**src/rtl/trace_packer.sv**
```systemverilog
// trace_packer: packs pairs of 64-bit trace events {insn, pc} into 128-bit words, queues them, and drains the queue into a DMA FIFO.
// Latency: from the event that completes a word to dma_we is 2 cycles when the queue is empty and dma_writable=1.
// Backpressure: dma_writable gates pops. With a full queue, a completing event is dropped and counted; a flush word is parked in FLUSH_WAIT.
// Ports: cpu_clk/fifo_reset (sync, active-high); trace_en/trace_valid/trace_pc/trace_insn give the event input;
//        flush pushes a partial word; dma_in/dma_we/dma_writable form the downstream write port;
//        q_level, drop_count and busy are status outputs.
module trace_packer #(
  parameter int          QDEPTH = 4,
  parameter logic [63:0] FILL   = 64'hFFFFFFFF_FFFFFFFF
) (
  input  logic         cpu_clk,
  input  logic         fifo_reset,
  input  logic         trace_en,
  input  logic         trace_valid,
  input  logic [31:0]  trace_pc,
  input  logic [31:0]  trace_insn,
  input  logic         flush,
  output logic [127:0] dma_in,
  output logic         dma_we,
  input  logic         dma_writable,
  output logic [4:0]   q_level,
  output logic [15:0]  drop_count,
  output logic         busy
);

  localparam int PW = $clog2(QDEPTH);

  typedef enum logic [1:0] {
    ST_EMPTY      = 2'd0,
    ST_HALF       = 2'd1,
    ST_FLUSH_WAIT = 2'd2
  } state_e;

  state_e          state_q, state_d;
  logic [63:0]     half_q, half_d;
  logic [127:0]    pad_q, pad_d;
  logic [127:0]    mem_q [QDEPTH];
  logic [127:0]    mem_d [QDEPTH];
  logic [PW-1:0]   wr_ptr_q, wr_ptr_d;
  logic [PW-1:0]   rd_ptr_q, rd_ptr_d;
  logic [4:0]      level_q, level_d;
  logic [15:0]     drop_q, drop_d;
  logic            dma_we_q, dma_we_d;
  logic [127:0]    dma_in_q, dma_in_d;

  logic            ev;
  logic [63:0]     ev_word;
  logic            pop;
  logic            room;
  logic            push;
  logic [127:0]    push_word;
  logic            drop;
  logic [127:0]    flush_word;

  always_comb begin
    ev         = trace_valid & trace_en;
    ev_word    = {trace_insn, trace_pc};
    pop        = (level_q != 5'd0) & dma_writable;
    // A same-cycle pop frees a slot, so a full queue can still take a push.
    room       = (level_q < 5'(QDEPTH)) | pop;

    state_d    = state_q;
    half_d     = half_q;
    pad_d      = pad_q;
    push       = 1'b0;
    push_word  = '1;
    drop       = 1'b0;
    flush_word = '1;

    case (state_q)
      ST_EMPTY: begin
        if (flush) begin
          if (ev) begin
            flush_word = {FILL, ev_word};
            if (room) begin
              push      = 1'b1;
              push_word = flush_word;
            end else begin
              pad_d   = flush_word;
              state_d = ST_FLUSH_WAIT;
            end
          end
        end else if (ev) begin
          half_d  = ev_word;
          state_d = ST_HALF;
        end
      end
      ST_HALF: begin
        if (flush) begin
          flush_word = ev ? {ev_word, half_q} : {FILL, half_q};
          if (room) begin
            push      = 1'b1;
            push_word = flush_word;
            state_d   = ST_EMPTY;
          end else begin
            pad_d   = flush_word;
            state_d = ST_FLUSH_WAIT;
          end
        end else if (ev) begin
          if (room) begin
            push      = 1'b1;
            push_word = {ev_word, half_q};
            state_d   = ST_EMPTY;
          end else begin
            // Keep the held first half; only the new event is lost.
            drop = 1'b1;
          end
        end
      end
      ST_FLUSH_WAIT: begin
        // Flush pulses are ignored here; events are lost while the padded word waits.
        drop = ev;
        if (room) begin
          push      = 1'b1;
          push_word = pad_q;
          state_d   = ST_EMPTY;
        end
      end
      default: state_d = ST_EMPTY;
    endcase

    mem_d = mem_q;
    if (push) mem_d[wr_ptr_q] = push_word;

    wr_ptr_d = push ? wr_ptr_q + PW'(1) : wr_ptr_q;
    rd_ptr_d = pop  ? rd_ptr_q + PW'(1) : rd_ptr_q;

    level_d = level_q;
    if (push && !pop)      level_d = level_q + 5'd1;
    else if (!push && pop) level_d = level_q - 5'd1;

    drop_d = (drop && drop_q != 16'hFFFF) ? drop_q + 16'd1 : drop_q;

    dma_we_d = pop;
    dma_in_d = pop ? mem_q[rd_ptr_q] : '1;
  end

  always_ff @(posedge cpu_clk) begin
    if (fifo_reset) begin
      state_q  <= ST_EMPTY;
      half_q   <= '0;
      pad_q    <= '1;
      wr_ptr_q <= '0;
      rd_ptr_q <= '0;
      level_q  <= '0;
      drop_q   <= '0;
      dma_we_q <= 1'b0;
      dma_in_q <= '1;
    end else begin
      state_q  <= state_d;
      half_q   <= half_d;
      pad_q    <= pad_d;
      wr_ptr_q <= wr_ptr_d;
      rd_ptr_q <= rd_ptr_d;
      level_q  <= level_d;
      drop_q   <= drop_d;
      dma_we_q <= dma_we_d;
      dma_in_q <= dma_in_d;
    end
  end

  // Storage needs no reset: entries are only read below level_q.
  always_ff @(posedge cpu_clk) begin
    mem_q <= mem_d;
  end

  assign dma_in     = dma_in_q;
  assign dma_we     = dma_we_q;
  assign q_level    = level_q;
  assign drop_count = drop_q;
  assign busy       = (state_q != ST_EMPTY) | (level_q != 5'd0) | dma_we_q;

endmodule

```
**config.mk**
```make
export PLATFORM = sky130hd
export DESIGN_NAME = trace_packer
export DESIGN_NICKNAME = d
export VERILOG_FILES = /design/src/rtl/trace_packer.sv
export SDC_FILE = /design/constraint.sdc
export NUM_CORES = 1
export LEC_CHECK = 0
export CORE_MARGIN = 3
export CORE_UTILIZATION = 45
export DETAILED_ROUTE_END_ITERATION = 8
export PLACE_DENSITY = 0.63
export SLEW_MARGIN = 30
export SYNTH_ARGS = -nofsm -noshare
export SYNTH_HDL_FRONTEND = slang
export SYNTH_SLANG_ARGS = --single-unit
```
**constraint.sdc**
```tcl
create_clock -name cpu_clk -period 5.7 [get_ports cpu_clk]
set_clock_uncertainty 0.15 [all_clocks]
set_input_delay 0.57 -clock cpu_clk [delete_from_list [all_inputs] [get_ports cpu_clk]]
set_output_delay 0.57 -clock cpu_clk [all_outputs]
set_load 0.01 [all_outputs]
```
# After elaboration in Yosys (flattened, before gate mapping)
# Index checks and enable logic that the tools add are counted.
dict set report totals {
  reg_bits 860
  in_bits 70
  output_inout_bits 151
  word_cells 98
}
dict set report classes {
  n_addsub 5
  n_lt_le_gt_ge 4
  eq_ne 10
  mux 42
  n_bitwise 9
  reduce_logical 15
}
# cell n
set ops {}
lappend ops {{$mux 128} 14}
lappend ops {{$bwmux 512} 1}
lappend ops {{$pmux 128 s3} 1}
lappend ops {{$bmux 128 s2} 1}
lappend ops {{$demux 128 s2} 1}
lappend ops {{$pmux 128 s2} 1}
lappend ops {{$mux 64} 3}
lappend ops {{$add 16x1->16 const B} 1}
lappend ops {{$mux 2} 8}
lappend ops {{$ne 16x16->1 const B} 1}
lappend ops {{$mux 5} 2}
lappend ops {{$ne 2x2->1 const B} 5}
lappend ops {{$mux 1} 7}
lappend ops {{$ge 3x3->1 const B} 2}
lappend ops {{$ne 3x3->1 const B} 2}
lappend ops {{$not 2->3} 2}
lappend ops {{$pmux 2 s3} 1}
lappend ops {{$reduce_and 3->1} 2}
lappend ops {{$reduce_and 6->1} 1}
lappend ops {{$reduce_bool 2->1} 3}
lappend ops {{$add 5x1->5 const B} 1}
lappend ops {{$lt 5x3->1 const B} 1}
lappend ops {{$reduce_bool 5->1} 1}
lappend ops {{$sub 5x1->5 const B} 1}
lappend ops {{other kinds (13)} 22}

# Logic depth before layout (Yosys ltp)
dict set report depth {
  ltp_word 11
  ltp_mapped 13
  ltp_nobuf 13
}

# Worst setup path after synthesis
# No wires, ideal clock.
dict set report synth_path {
  kind {in2reg}
  start {input port trace_valid}
  end {register mem_q[0] (netlist bit), enable pin}
  setup_ns 0.502
  t_arrival_ns 4.315
  required_time_ns 5.048
  setup_slack_ns 0.732
  stages 5
  n_path_buf 1
  cell_sequence {and2_1 > buf_2 > o21ai_0 > a211oi_2 > and2_1}
}
dict set report synth_via {
  elab_chain_cells 4
  word_cells_on_any_way 5
  classes_between {mux: 4; bitwise: 1}
}
# element line_no
set synth_rtl {}
lappend synth_rtl {{start: declaration} 14} ;# input logic trace_valid,
lappend synth_rtl {{$and 1x1->1 (*)} 56} ;# ev = trace_valid & trace_en;
lappend synth_rtl {{$mux 1 (*)} 99} ;# end else if (ev) begin
lappend synth_rtl {{$mux 1 (on tied branches)} {89, 72}}
lappend synth_rtl {{$pmux 1 s3 (*)} 70} ;# case (state_q)
lappend synth_rtl {{net push} 50} ;# logic push;
lappend synth_rtl {{end signal: assignment} 164} ;# mem_q <= mem_d;
lappend synth_rtl {{end: declaration} 37} ;# logic [127:0] mem_q [QDEPTH];
# Mark *: on every way through the listed nets, which the timed path passes. The rest lies on a longest branch.
# A chain may end at the register's enable or synchronous reset.

# Worst setup path in the final report
dict set report layout_path {
  start {input port trace_valid}
  end {register level_q[4] (netlist: q_level[4])}
}
dict set report layout_via {
  elab_chain_cells 7
  word_cells_on_any_way 10
  classes_between {mux: 5; bitwise: 1; reduce/logical: 4}
}
# element line_no
set layout_rtl {}
lappend layout_rtl {{$and 1x1->1 (*)} 56}
lappend layout_rtl {{$mux 1 (*)} 99}
lappend layout_rtl {{$mux 1 (on tied branches)} {89, 72}}
lappend layout_rtl {{$pmux 1 s3 (*)} 70}
lappend layout_rtl {{net push} 50}
lappend layout_rtl {{$logic_not 1->1} 130} ;# else if (!push && pop) level_d = level_q - 5'd1;
lappend layout_rtl {{$logic_and 1x1->1} 130}
lappend layout_rtl {{$reduce_bool 2->1 (no line)} --}
lappend layout_rtl {{end signal: assignment} 155} ;# level_q <= level_d;
lappend layout_rtl {{end: declaration} 41} ;# logic [4:0] level_q, level_d;
# Marks and branches as above.

==> summary.txt <==
STA
  – Max Clock Freq: 0.279 GHz
  – Max-slew violations: 0
  – Worst-case hold slack: 0.313 ns
  – Hold Vio Cnt, Final: 0
  – RSZ-0062 raised after global routing: no
  – Min cycle time layout: 3.58 ns
  – Setup-failing EPs final: 0
  – Rel. slew slack: 34.1%
  – Final Cycle Share: 62.8%
  – Total negative slack: 0 ns
  – Worst slew pin tran: 0.988 ns

Detailed routing
  – DR vias: 21700
  – Drt total wl: 86.8 mm
  – Post-DR vias/cell: 5.83
  – DRT iter0 DRCs: 1838
  – DRC: 0
  – Drt first pass iters: 6
  – Routed WL per cell: 23.3 um
  – Detail Route Antenna Nets: 0

Die
  – IO Pins: 221
  – Die height: 279 um
  – Die Width: 279 um
  – Site Rows: 99
  – Initial core utilization: 45.8%
  – Core area: 0.0735 mm2
  – Die Area: 0.0780 mm2

Logic synthesis
  – Post-synthesis mux area share: 10.7%
  – Async SR Flop Fraction: 0%
  – Synthesized-area fraction occupied by adder cells: 0.543%
  – Post-Synth Simple-Gate Area: 10.5%
  – XOR/XNOR Fraction of Synth Area: 0.339%
  – Post-synth EDFFs: 512
  – Total number of yosys warnings: 0
  – Synth Register Bits: 860
  – Syn Area/Cell: 13.3 um2
  – Post-synthesis sequential area ratio: 66.4%
  – Mapped cell area: 0.0336 mm2
  – Post-synthesis cell count: 2522
  – Largest family of logic cells by synthesized area: multiplexers
  – Main flop type after synthesis: edfxtp_1
  – Unique masters post-synth: 54
  – Post-synth net total: 2606
  – Synth Area in Compound Gates: 8.64%

Finish
  – Most common cell after layout, fill and taps aside: edfxtp_1
  – Most frequent cells in the layout: 512 x edfxtp_1, 346 x dfxtp_1, 260 x o21ai_0
  – Fin cells: 3718
  – Syn-to-layout area delta: 18.5%
  – Nets: 2747
  – Layout cells sized above 1: 12.5%

Placed design
  – Cell count after placement: 3525
  – RePlAce Congestion: 0.850
  – Detailed placement HPWL: 50.6 mm
  – Port buffer count: 220

Clock network
  – Clock Sinks: 860
  – CTS tree: done
  – # hold bufs at CTS: 0
  – TritonCTS buffer count: 92
  – Post-CTS Resized: 0
  – Clk_lat worst skew: 0.65 ns
  – Clock Tree Root: clkbuf_16
  – Post-CTS Setup Bufs: 0
  – CTS max path bufs: 3
  – H-tree depth: 3
  – Worst-path clk slew: 0.06 ns

Worst setup path
  – WP data required: 6.11 ns
  – FF-to-FF Start: state_q[0]
  – Type of origin of the critical path: primary input
  – Worst setup EP type: flop
  – R2r setup slk: 2.18 ns
  – Reg2Reg Depth: 13
  – Reg2reg end: q_level[4]
  – CP max FO: 10
  – Worst Path Arrival: 3.99 ns
  – CP Class: primary input to flop

Power and ir drop
  – PwrDens: 403 mW/mm2
  – Leakage power: 12.4 nW
  – Max IR drop VDD: 244 uV

GRT
  – Number of global-route vias before repair: 21700
  – First-pass GRT wire length: 132 mm
  – Largest net degree at the start of global routing: 199
  – Initial antenna violation count: 21
  – Tot GR Track Use: 22.2%
  – Global route overflow: 0

Worst hold path
  – Hold path start: pad_q[51]
  – Hold path depth: 1
  – Worst Hold Class: flop to flop
  – WHS Endpoint: pad_q[51]

Status
  – Status: finished, final reports clean

Flow run
  – Max-cap violation count: 0
## synthesized netlist by cell type, drive strengths merged, types with 2 or more instances
cell type  count  area share (%)
a2111oi        4            0.10
nor3          68             1.1
nor2         156             1.7
a31oi          2           0.082
mux4         128             8.6
and3           5            0.11
nand3b         2           0.045
dfxtp        348              21
nor4           3           0.074
or3          133             2.5
o21bai        65             1.5
inv            7           0.078
xor2           4            0.10
nand2b         3           0.056
xnor2          9            0.23
a211oi         2           0.097
ha            13            0.48
a211o         65             1.7
nand2        205             2.3
a21oi         74             1.1
a21o           2           0.045
nor2b          3           0.056
nand3         72             1.1
and4           3           0.086
edfxtp       512              46
o21ai        265             3.9
mux2           3            0.10
clkbuf       142             1.6
and2           8            0.15
buf           73             1.1
mux2i         69             2.1
nand4         65             1.2
## final cells by class
cell class | instances | area (um2)
timing repair buffer | 262 | 2750
clock inverter | 44 | 388
multi-input combinational | 1440 | 10500
tap | 959 | 1200
fill | 6039 | 33600
inverter | 7 | 26.3
sequential | 860 | 22300
clock buffer | 130 | 2630
antenna | 16 | 40.0
## cells by family after synthesis
logic type	count (synthesis)
muxes	200
adders and majority gates	14
xor gates and xnor gates	13
and+or+nand+nor	729
buffers and inverters	222
DFF	860
AOI/OAI and AO/OA	484
## power by group
part           switching [W]  leakage, nW  internal, W
clock                0.00239         1.49      0.00349
combinational        0.00161         3.75      0.00132
sequential          0.000204         7.20      0.00706
total                0.00420         12.4       0.0119
## worst max-delay path, cell delays in order
cell	delay, ns
clkdlybuf4s50_1	0.46
and2_1	0.43
o21ai_0	0.21
a211oi_2	0.63
ha_1	0.30
inv_1	0.10
fa_1	0.41
a21o_1	0.18
a21oi_1	0.16
xnor2_1	0.08
or3_1	0.30
a21oi_1	0.15
## metal layers
layer	routed length, um	up-vias	GRT usage (%)
li1	-	9781	-
met1	33100	10900	27.2
met2	41700	790	36.4
met3	7220	208	5.99
met4	4660	16	11.2
met5	92	-	0
## flip-flops by register name, indices dropped and copies added (netlist names)
name / count
pad_q: 128
rd_ptr_q: 2
dma_we: 1
state_q: 2
dma_in: 128
q_level: 5
mem_q: 512
half_q: 64
drop_count: 16
wr_ptr_q: 2
## through the flow
step | setup slack, ns | utilization, % | cell area [um2] | total power (W)
2_1_floorplan | 0.732 | - | 33600 | 0.00917
3_3_place_gp | 1.51 | 50.0 | 36700 | 0.0103
3_5_place_dp | 1.52 | 50.0 | 36700 | 0.0104
4_1_cts | 2.17 | 54.1 | 39700 | 0.0163
5_1_grt | 1.92 | 54.2 | 39800 | 0.0167
6_report | 2.12 | 54.2 | 39800 | 0.0161
## how the worst max path moves through the flow
stage | from | end | slack (ns)
after floorplan | trace_valid | mem_q[0] | 0.73
after global placement | trace_valid | q_level[4] | 1.51
after detailed placement | trace_valid | q_level[4] | 1.52
after CTS | state_q[0] | busy | 2.17
after global routing | trace_valid | q_level[4] | 1.92
final | trace_valid | q_level[4] | 2.12
Note: power is estimated with default switching activity, not from simulation.
==> RTL change (same settings) <==
Register the inputs `trace_en`, `trace_valid`, `trace_pc`, `trace_insn`, `flush` and `dma_writable` before use, without a reset. The logic sees them one clock later. Comments in the files are not updated.
--- a/src/rtl/trace_packer.sv
+++ b/src/rtl/trace_packer.sv
@@ -32,4 +32,20 @@
   } state_e;
 
+  logic trace_en_q;
+  logic trace_valid_q;
+  logic [31:0] trace_pc_q;
+  logic [31:0] trace_insn_q;
+  logic flush_q;
+  logic dma_writable_q;
+
+  always_ff @(posedge cpu_clk) begin
+    trace_en_q     <= trace_en;
+    trace_valid_q  <= trace_valid;
+    trace_pc_q     <= trace_pc;
+    trace_insn_q   <= trace_insn;
+    flush_q        <= flush;
+    dma_writable_q <= dma_writable;
+  end
+
   state_e          state_q, state_d;
   logic [63:0]     half_q, half_d;
@@ -54,7 +70,7 @@
 
   always_comb begin
-    ev         = trace_valid & trace_en;
-    ev_word    = {trace_insn, trace_pc};
-    pop        = (level_q != 5'd0) & dma_writable;
+    ev         = trace_valid_q & trace_en_q;
+    ev_word    = {trace_insn_q, trace_pc_q};
+    pop        = (level_q != 5'd0) & dma_writable_q;
     // A same-cycle pop frees a slot, so a full queue can still take a push.
     room       = (level_q < 5'(QDEPTH)) | pop;
@@ -70,5 +86,5 @@
     case (state_q)
       ST_EMPTY: begin
-        if (flush) begin
+        if (flush_q) begin
           if (ev) begin
             flush_word = {FILL, ev_word};
@@ -87,5 +103,5 @@
       end
       ST_HALF: begin
-        if (flush) begin
+        if (flush_q) begin
           flush_word = ev ? {ev_word, half_q} : {FILL, half_q};
           if (room) begin
Function: not settled (the Yosys comparison gave no result); the edit may change what the design does.
==> RTL change against the unedited design <==
  * Area after synthesis rose by 6.2%
  * Utilization down 0.26 points
  * Wire length increased by 3.6%
  * Via count is 5.9% higher
  * Critical endpoint is now pad_q[31]
  * Largest power group unchanged
  * Cell area up 5.6%
  * Total power increased by 9.6%
  * Critical path depth shrank 5
  * Setup slack got worse by 0.13 ns
  * Combinational power up 15%
  * Sequential cell count grew 68
  * Clock power increased by 6.5%
==> RTL change: results (changes against the unedited design) <==
outcome: completed
placed insts: 3738 (+6.0%)
Ant. Diodes: 1 (-15)
first-pass GRT wire length: 138000 um (+4.4%)
initial antenna violation count: 5 (-76%)
Cell variety after synth: 56 (+3.7%)
NumNets Final: 2883 (+5.0%)
DP Worst Slack: 2.00 ns (+0.477 ns)
DP HPWL: 50800 um (+0.41%)
layout cell share with drive strength beyond 1: 0.120 (-0.00424)
Synth Area in XOR/XNOR: 0.00196 (-0.00142)
Layout Cells excl Fill: 3922 (+5.5%)
drt total wl: 89900 um (+3.6%)
slowest stage delay, CP: 0.76 ns (+0.13 ns)
non-clk buf share: 0.0655 (-0.00339)
WP data arrival: 4.07 ns (+0.08 ns)
Hold Path Class: primary input to register
Final Cell Area: 42100 um2 (+5.6%)
Avg Inst Size Synth: 13.3 um2 (-0.23%)
Register Area: 23700 um2 (+6.1%)
P_sw: 4710 uW (+12%)
largest net degree at the start of global routing: 196 (-1.5%)
Post-Synth Adder-Cell Area: 0.00512 (-0.000318)
Buffers, non-clock: 259 (-1.1%)
Multi-input gate area: 11100 um2 (+6.1%)
r2r worst-path depth: 7 (-6)
CP max FO: 70 (+60)
ClkCell Share: 0.0760 (+0.000232)
mux share of post-synthesis cell area: 0.100 (-0.00684)
sequential cell count: 928 (+7.9%)
Post-DP Area: 38800 um2 (+5.7%)
==> RTL change: kinds of logic (layout without fill, tap and decap cells) <==
| kind of cell | count (synthesis) | after routing |
|---|---|---|
| compound gates | 560 | 560 |
| xor+xnor | 8 | 8 |
| fa+ha+maj | 14 | 14 |
| buf+inv | 248 | 444 |
| flops | 928 | 928 |
| mux | 198 | 198 |
| other cells | 0 | 1 |
| simple gates | 729 | 729 |
==> RTL change: final timing paths <==
kind                      from  slack, ns              to
setup / recovery    state_q[0]       1.99       pad_q[31]
hold / removal    trace_pc[12]       0.23  trace_pc_q[12]
setup reg to reg    state_q[0]       1.99       pad_q[31]
hold reg to reg      pad_q[15]       0.31       pad_q[15]
==> RTL change: layer usage <==
layer / up-vias / track usage / routed length (um)
met5: - / 0 / 0
met4: 0 / 0.0667 / 2140
met3: 135 / 0.0336 / 6210
met2: 841 / 0.338 / 41900
met1: 11700 / 0.311 / 39700
li1: 10300 / - / -
